## config.mk

```make
export PLATFORM = sky130hd
export DESIGN_NAME = cond_exec_stage
export DESIGN_NICKNAME = d
export VERILOG_FILES = /design/src/rtl/cond_exec_stage.sv
export SDC_FILE = /design/constraint.sdc
export NUM_CORES = 1
export LEC_CHECK = 0
export CAP_MARGIN = 30
export CORE_MARGIN = 5
export CORE_UTILIZATION = 40
export DETAILED_ROUTE_END_ITERATION = 8
export PLACE_DENSITY = 0.69
export REMOVE_ABC_BUFFERS = 1
export SYNTH_ARGS = -nofsm -noshare
export SYNTH_HDL_FRONTEND = slang
export SYNTH_SLANG_ARGS = --single-unit
```

## constraint.sdc

```tcl
create_clock -name clk -period 3.1 [get_ports clk]
set_input_delay 0.62 -clock clk [delete_from_list [all_inputs] [get_ports clk]]
set_output_delay 0.62 -clock clk [all_outputs]
set_load 0.01 [all_outputs]
```

## src/rtl/cond_exec_stage.sv

```systemverilog
// cond_exec_stage: decode-to-execute pipeline register and conditional-execution unit.
//
// Captures the decoder control word and condition field into the E register, holds the
// architectural NZCV flags, evaluates the ARM condition of the instruction in E against
// them and gates that instruction's write, branch and link enables.
//
// Ports:
//   clk, reset_n            clock, asynchronous active-low reset
//   StallE, FlushE          hold / bubble the E register (flush wins)
//   CondD, FlagWriteD       condition field and flag-update mask from decode
//   *D controls             decoder control bits, registered into E
//   ALUFlags                {N,Z,C,V} produced by the ALU for the instruction in E
//   ALUControlE, ALUSrcE,
//   MemtoRegE, MovE         registered controls, not condition-gated
//   RegWriteCE, MemWriteCE,
//   BranchTakenE, LinkCE    registered enables gated by CondExE
//   CondExE                 instruction in E is valid and its condition holds
//   Flags                   architectural {N,Z,C,V}
//   CondFailCount           saturating count of valid instructions whose condition failed
module cond_exec_stage #(
    parameter int unsigned CNT_W = 16
) (
    input  logic             clk,
    input  logic             reset_n,
    input  logic             StallE,
    input  logic             FlushE,
    input  logic [3:0]       CondD,
    input  logic [1:0]       FlagWriteD,
    input  logic             RegWriteD,
    input  logic             MemWriteD,
    input  logic             MemtoRegD,
    input  logic             ALUSrcD,
    input  logic             BranchD,
    input  logic             LinkD,
    input  logic             MovD,
    input  logic [2:0]       ALUControlD,
    input  logic [3:0]       ALUFlags,
    output logic [2:0]       ALUControlE,
    output logic             ALUSrcE,
    output logic             MemtoRegE,
    output logic             MovE,
    output logic             RegWriteCE,
    output logic             MemWriteCE,
    output logic             BranchTakenE,
    output logic             LinkCE,
    output logic             CondExE,
    output logic [3:0]       Flags,
    output logic [CNT_W-1:0] CondFailCount
);

    // E register
    logic [3:0] cond_q;
    logic [1:0] flagwrite_q;
    logic       regwrite_q, memwrite_q, memtoreg_q, alusrc_q;
    logic       branch_q, link_q, mov_q, valid_q;
    logic [2:0] alucontrol_q;

    logic [3:0]       flags_q;
    logic [CNT_W-1:0] cnt_q;

    logic n, z, c, v;
    logic cond_true;
    logic condex;

    always_ff @(posedge clk or negedge reset_n) begin
        if (!reset_n) begin
            cond_q       <= '0;
            flagwrite_q  <= '0;
            regwrite_q   <= 1'b0;
            memwrite_q   <= 1'b0;
            memtoreg_q   <= 1'b0;
            alusrc_q     <= 1'b0;
            branch_q     <= 1'b0;
            link_q       <= 1'b0;
            mov_q        <= 1'b0;
            alucontrol_q <= '0;
            valid_q      <= 1'b0;
        end else if (FlushE) begin
            cond_q       <= '0;
            flagwrite_q  <= '0;
            regwrite_q   <= 1'b0;
            memwrite_q   <= 1'b0;
            memtoreg_q   <= 1'b0;
            alusrc_q     <= 1'b0;
            branch_q     <= 1'b0;
            link_q       <= 1'b0;
            mov_q        <= 1'b0;
            alucontrol_q <= '0;
            valid_q      <= 1'b0;
        end else if (!StallE) begin
            cond_q       <= CondD;
            flagwrite_q  <= FlagWriteD;
            regwrite_q   <= RegWriteD;
            memwrite_q   <= MemWriteD;
            memtoreg_q   <= MemtoRegD;
            alusrc_q     <= ALUSrcD;
            branch_q     <= BranchD;
            link_q       <= LinkD;
            mov_q        <= MovD;
            alucontrol_q <= ALUControlD;
            valid_q      <= 1'b1;
        end
    end

    assign {n, z, c, v} = flags_q;

    always_comb begin
        cond_true = 1'b1;
        case (cond_q)
            4'b0000: cond_true = z;
            4'b0001: cond_true = ~z;
            4'b0010: cond_true = c;
            4'b0011: cond_true = ~c;
            4'b0100: cond_true = n;
            4'b0101: cond_true = ~n;
            4'b0110: cond_true = v;
            4'b0111: cond_true = ~v;
            4'b1000: cond_true = c & ~z;
            4'b1001: cond_true = ~c | z;
            4'b1010: cond_true = (n == v);
            4'b1011: cond_true = (n != v);
            4'b1100: cond_true = ~z & (n == v);
            4'b1101: cond_true = z | (n != v);
            default: cond_true = 1'b1;
        endcase
    end

    assign condex = valid_q & cond_true;

    // Flag writes depend only on the instruction currently in E; a concurrent flush
    // bubbles the next slot but does not cancel this commit. A stall defers it.
    always_ff @(posedge clk or negedge reset_n) begin
        if (!reset_n) begin
            flags_q <= '0;
        end else begin
            if (condex && flagwrite_q[1] && !StallE) flags_q[3:2] <= ALUFlags[3:2];
            if (condex && flagwrite_q[0] && !StallE) flags_q[1:0] <= ALUFlags[1:0];
        end
    end

    always_ff @(posedge clk or negedge reset_n) begin
        if (!reset_n) begin
            cnt_q <= '0;
        end else if (valid_q && !cond_true && !StallE && (cnt_q != {CNT_W{1'b1}})) begin
            cnt_q <= cnt_q + 1'b1;
        end
    end

    assign ALUControlE   = alucontrol_q;
    assign ALUSrcE       = alusrc_q;
    assign MemtoRegE     = memtoreg_q;
    assign MovE          = mov_q;
    assign RegWriteCE    = regwrite_q & condex;
    assign MemWriteCE    = memwrite_q & condex;
    assign BranchTakenE  = branch_q & condex;
    assign LinkCE        = link_q & condex;
    assign CondExE       = condex;
    assign Flags         = flags_q;
    assign CondFailCount = cnt_q;

endmodule

```

==> summary.md <==
| Metric | Value |
|---|---|
| Drt initial violations | 136 |
| Max-slew violations | 0 |
| Drt total wl | 4300 µm |
| Endpoints failing hold | 0 |
| Maximum vdd drop | 0.306 mV |
| Final Skew | 0.00645 ns |
| # IOs | 55 |
| # nets final | 259 |
| Initial Util | 0.415 |
| Clock Sinks | 37 |
| Core ar. | 4750 µm² |
| Detailed placement HPWL | 3030 µm |
| Die area | 6440 µm² |
| Final antenna-violating net count | 0 |
| CTS Root Cell | clkbuf_8 |
| Layout Area Growth over Synthesis | 34.3% |
| Die height | 80.3 µm |
| DRT Pass-1 Iters | 4 |
| Vias/cell | 4.91 |
| Post-synthesis sequential area ratio | 0.469 |
| Worst slew pin tran | 0.813 ns |
| CTS tree | built |
| Syn Area/Cell | 11.1 µm² |
| Distinct cells, synth | 40 |
| Cell Chain, Critical Path | or4b_1 -> a31oi_1 -> o21ai_1 -> nand4_2 -> and2_1 -> clkdlybuf4s50_1 |
| Pre-CTS WS | 0.329 ns |
| Number of enable flip-flop cells after synthesis | 0 |
| R2R Setup Slk | 0.72 ns |
| Crit path largest cell delay | 0.53 ns |
| Finish-stage setup viols | 0 |
| Status | finished clean |
| Leakage Power | 0.00126 µW |
| Residual DRC count | 0 |
| Worst Path Max Fanout | 8 |
| Die Width | 80.3 µm |
| # Max-Cap Violations | 0 |
| Layout Utilization | 0.558 |
| Setup WS post-layout | 0.125 ns |
| Yosys Warn Count | 0 |
| Crit-path slowest cell | or4b_1 |
| Total GRT Usage | 0.142 |
| Crit path required time | 2.48 ns |
| Total CTS buffers | 5 |
| Most used DFF post-synth | dfrtp_1 |
| HP Class | input pin to async pin |
| Final Instance Count excl. Fillers | 302 |
| First-pass GRT wire length | 7110 µm |
| WP buf/inv | 1 |
| CTS Buffer Depth | 2 |
| Number of global-route vias before repair | 1,453 |
| Latest clock arrival within the worst-skew pair | 0.28 ns |
| Port bufs | 54 |
| Fmax | 336 MHz |
| RSZ-0062 raised after global routing | no |
| H-tree depth reported by CTS | 2 |
| CP Class | register to primary output |
| Asr flop ratio synth | 1.00 |
| Largest net degree at the start of global routing | 38 |
| Final Critical Period | 2.97 ns |
| Post-Syn Area | 1970 µm² |
| CP endpoint kind | primary output |
| Dpl cells | 290 |
| Vias | 1,484 |
| Filler cells | 442 |
| Design Power | 1290 µW |
| Max-slew headroom | 0.458 |
| Final period util | 0.960 |
| Antenna diode count | 0 |
| Worst Path Arrival | 2.35 ns |
| Setup_tns | 0 ns |
| Wirelength per Cell | 14.2 µm |
| Gpl congestion | 0.797 |
| Mapped Cells | 178 |
| Layout cells sized above 1 | 0.162 |
| Pwr dens | 487 nW/µm² |
| Initial antenna violation count | 0 |
| Worst path top cell family by delay | simple AND/OR/NAND/NOR gates |
| Total gr overflow | 0 |
| Post-synthesis register bit count | 37 |
| Crit start category | register |
| Num rows | 25 |
| Worst-path clk slew | 0.07 ns |
layout by cell type, fill, tap and decap left out, types with 2 or more instances in the layout:
| master | synthesis | routed |
|---|---|---|
| nand4_1 | 4 | 4 |
| dfrtp_2 | 0 | 2 |
| o21ai_0 | 2 | 2 |
| dlymetal6s2s_1 | 0 | 4 |
| nand2_1 | 11 | 11 |
| nor3_2 | 5 | 5 |
| a21oi_1 | 2 | 2 |
| dfrtp_1 | 37 | 35 |
| nor2_1 | 24 | 24 |
| nor4b_2 | 2 | 2 |
| o21ai_1 | 2 | 2 |
| and3_2 | 2 | 2 |
| clkinv_2 | 0 | 2 |
| and3_1 | 5 | 5 |
| or4b_1 | 2 | 2 |
| nand3_1 | 5 | 5 |
| mux2_2 | 4 | 4 |
| clkdlybuf4s50_1 | 0 | 49 |
| nand4b_1 | 3 | 3 |
| buf_4 | 2 | 6 |
| inv_1 | 2 | 2 |
| xor2_1 | 14 | 14 |
| nand2b_1 | 2 | 2 |
| mux2i_1 | 17 | 17 |
| nor4_2 | 4 | 4 |
| clkbuf_8 | 0 | 5 |
| xnor2_1 | 4 | 4 |
cell type report:
cell class	count	area (µm²)	share of cell area
multi-input cells	128	960	0.362
flip-flops and latches	37	928	0.350
repair buffers	60	591	0.223
well taps	67	83.8	0.0316
clock buffers	6	72.6	0.0274
clock inverters	2	10.0	0.00377
inverters	2	7.51	0.00283
worst register-to-register path: stages, from the launching register on:
cell	delay, ns
dfrtp_2	0.46
or4b_1	0.53
a31oi_1	0.15
o21ai_1	0.09
nand4_2	0.18
buf_4	0.28
and3_2	0.26
mux2_2	0.34
sequential cells by signal, summed over array words and instances, names as in the netlist:
| name | flops |
|---|---|
| ALUControlE | 3 |
| ALUSrcE | 1 |
| CondFailCount | 16 |
| Flags | 4 |
| MemtoRegE | 1 |
| MovE | 1 |
| branch_q | 1 |
| cond_q | 4 |
| flagwrite_q | 2 |
| link_q | 1 |
| memwrite_q | 1 |
| regwrite_q | 1 |
| valid_q | 1 |
report_power, final:
part / internal, µW / leakage (µW) / switching (µW)
sequential: 537 / 0.000492 / 76.2
clock: 156 / 0.0000450 / 168
combinational: 200 / 0.000719 / 156
total: 893 / 0.00126 / 400
routing by layer:
layer	global-route usage	vias to the layer above	routed length (µm)
li1	-	739	-
met4	0.0524	0	59
met1	0.202	704	2010
met3	0.0370	5	257
met2	0.205	36	1970
met5	0	-	0
cells in the mapped netlist, types with 3 or more instances:
cell type | instances | area share
nand2_1 | 11 | 0.021
mux2_2 | 4 | 0.023
nor4_2 | 4 | 0.025
dfrtp_1 | 37 | 0.47
nand4_1 | 4 | 0.013
nor2_1 | 24 | 0.046
xnor2_1 | 4 | 0.018
nor3_2 | 5 | 0.025
mux2i_1 | 17 | 0.086
and3_1 | 5 | 0.016
nand4b_1 | 3 | 0.013
nand3_1 | 5 | 0.013
xor2_1 | 14 | 0.062
buf_6 | 4 | 0.023
repair_timing:
item / CTS / global route
endpoints found under the setup margin: 2 / 5
gates cloned: 0 / 0
pin swaps: 0 / 1
buffers inserted: 0 / 4
hold buffers: 0 / 0
resized for setup: 1 / 5
cells by family (layout without fill, tap and decap cells):
group	Yosys count	count (layout)	synth area share
xor+xnor	18	18	0.0798
fa+ha+maj	1	1	0.00634
simple gates	77	77	0.250
compound gates	10	10	0.0330
mux	22	22	0.117
flops	37	37	0.469
buf+inv	13	70	0.0450
metrics by stage:
stage / area [µm²] / hold slack, ns
3_3_place_gp: 2530 / 0.476
4_1_cts: 2610 / 0.449
6_report: 2650 / 0.425
5_1_grt: 2650 / 0.488
3_5_place_dp: 2530 / 0.483
2_1_floorplan: 1890 / 0.324
path summary, 6_finish.rpt:
check | from | to | cells after the start
worst max-delay path | cond_q[0]$_DFFE_PN0P_ | CondExE | 6
worst min-delay path | reset_n | CondFailCount[6]$_DFFE_PN0P_ | 1
max in group asynchronous | reset_n | cond_q[0]$_DFFE_PN0P_ | 1
worst min register to register | CondFailCount[9]$_DFFE_PN0P_ | CondFailCount[9]$_DFFE_PN0P_ | 1
min in group clk | CondFailCount[9]$_DFFE_PN0P_ | CondFailCount[9]$_DFFE_PN0P_ | 1
worst max register to register | cond_q[0]$_DFFE_PN0P_ | Flags[2]$_DFFE_PN0P_ | 7
No activity file was read; power rests on OpenSTA's default activity.
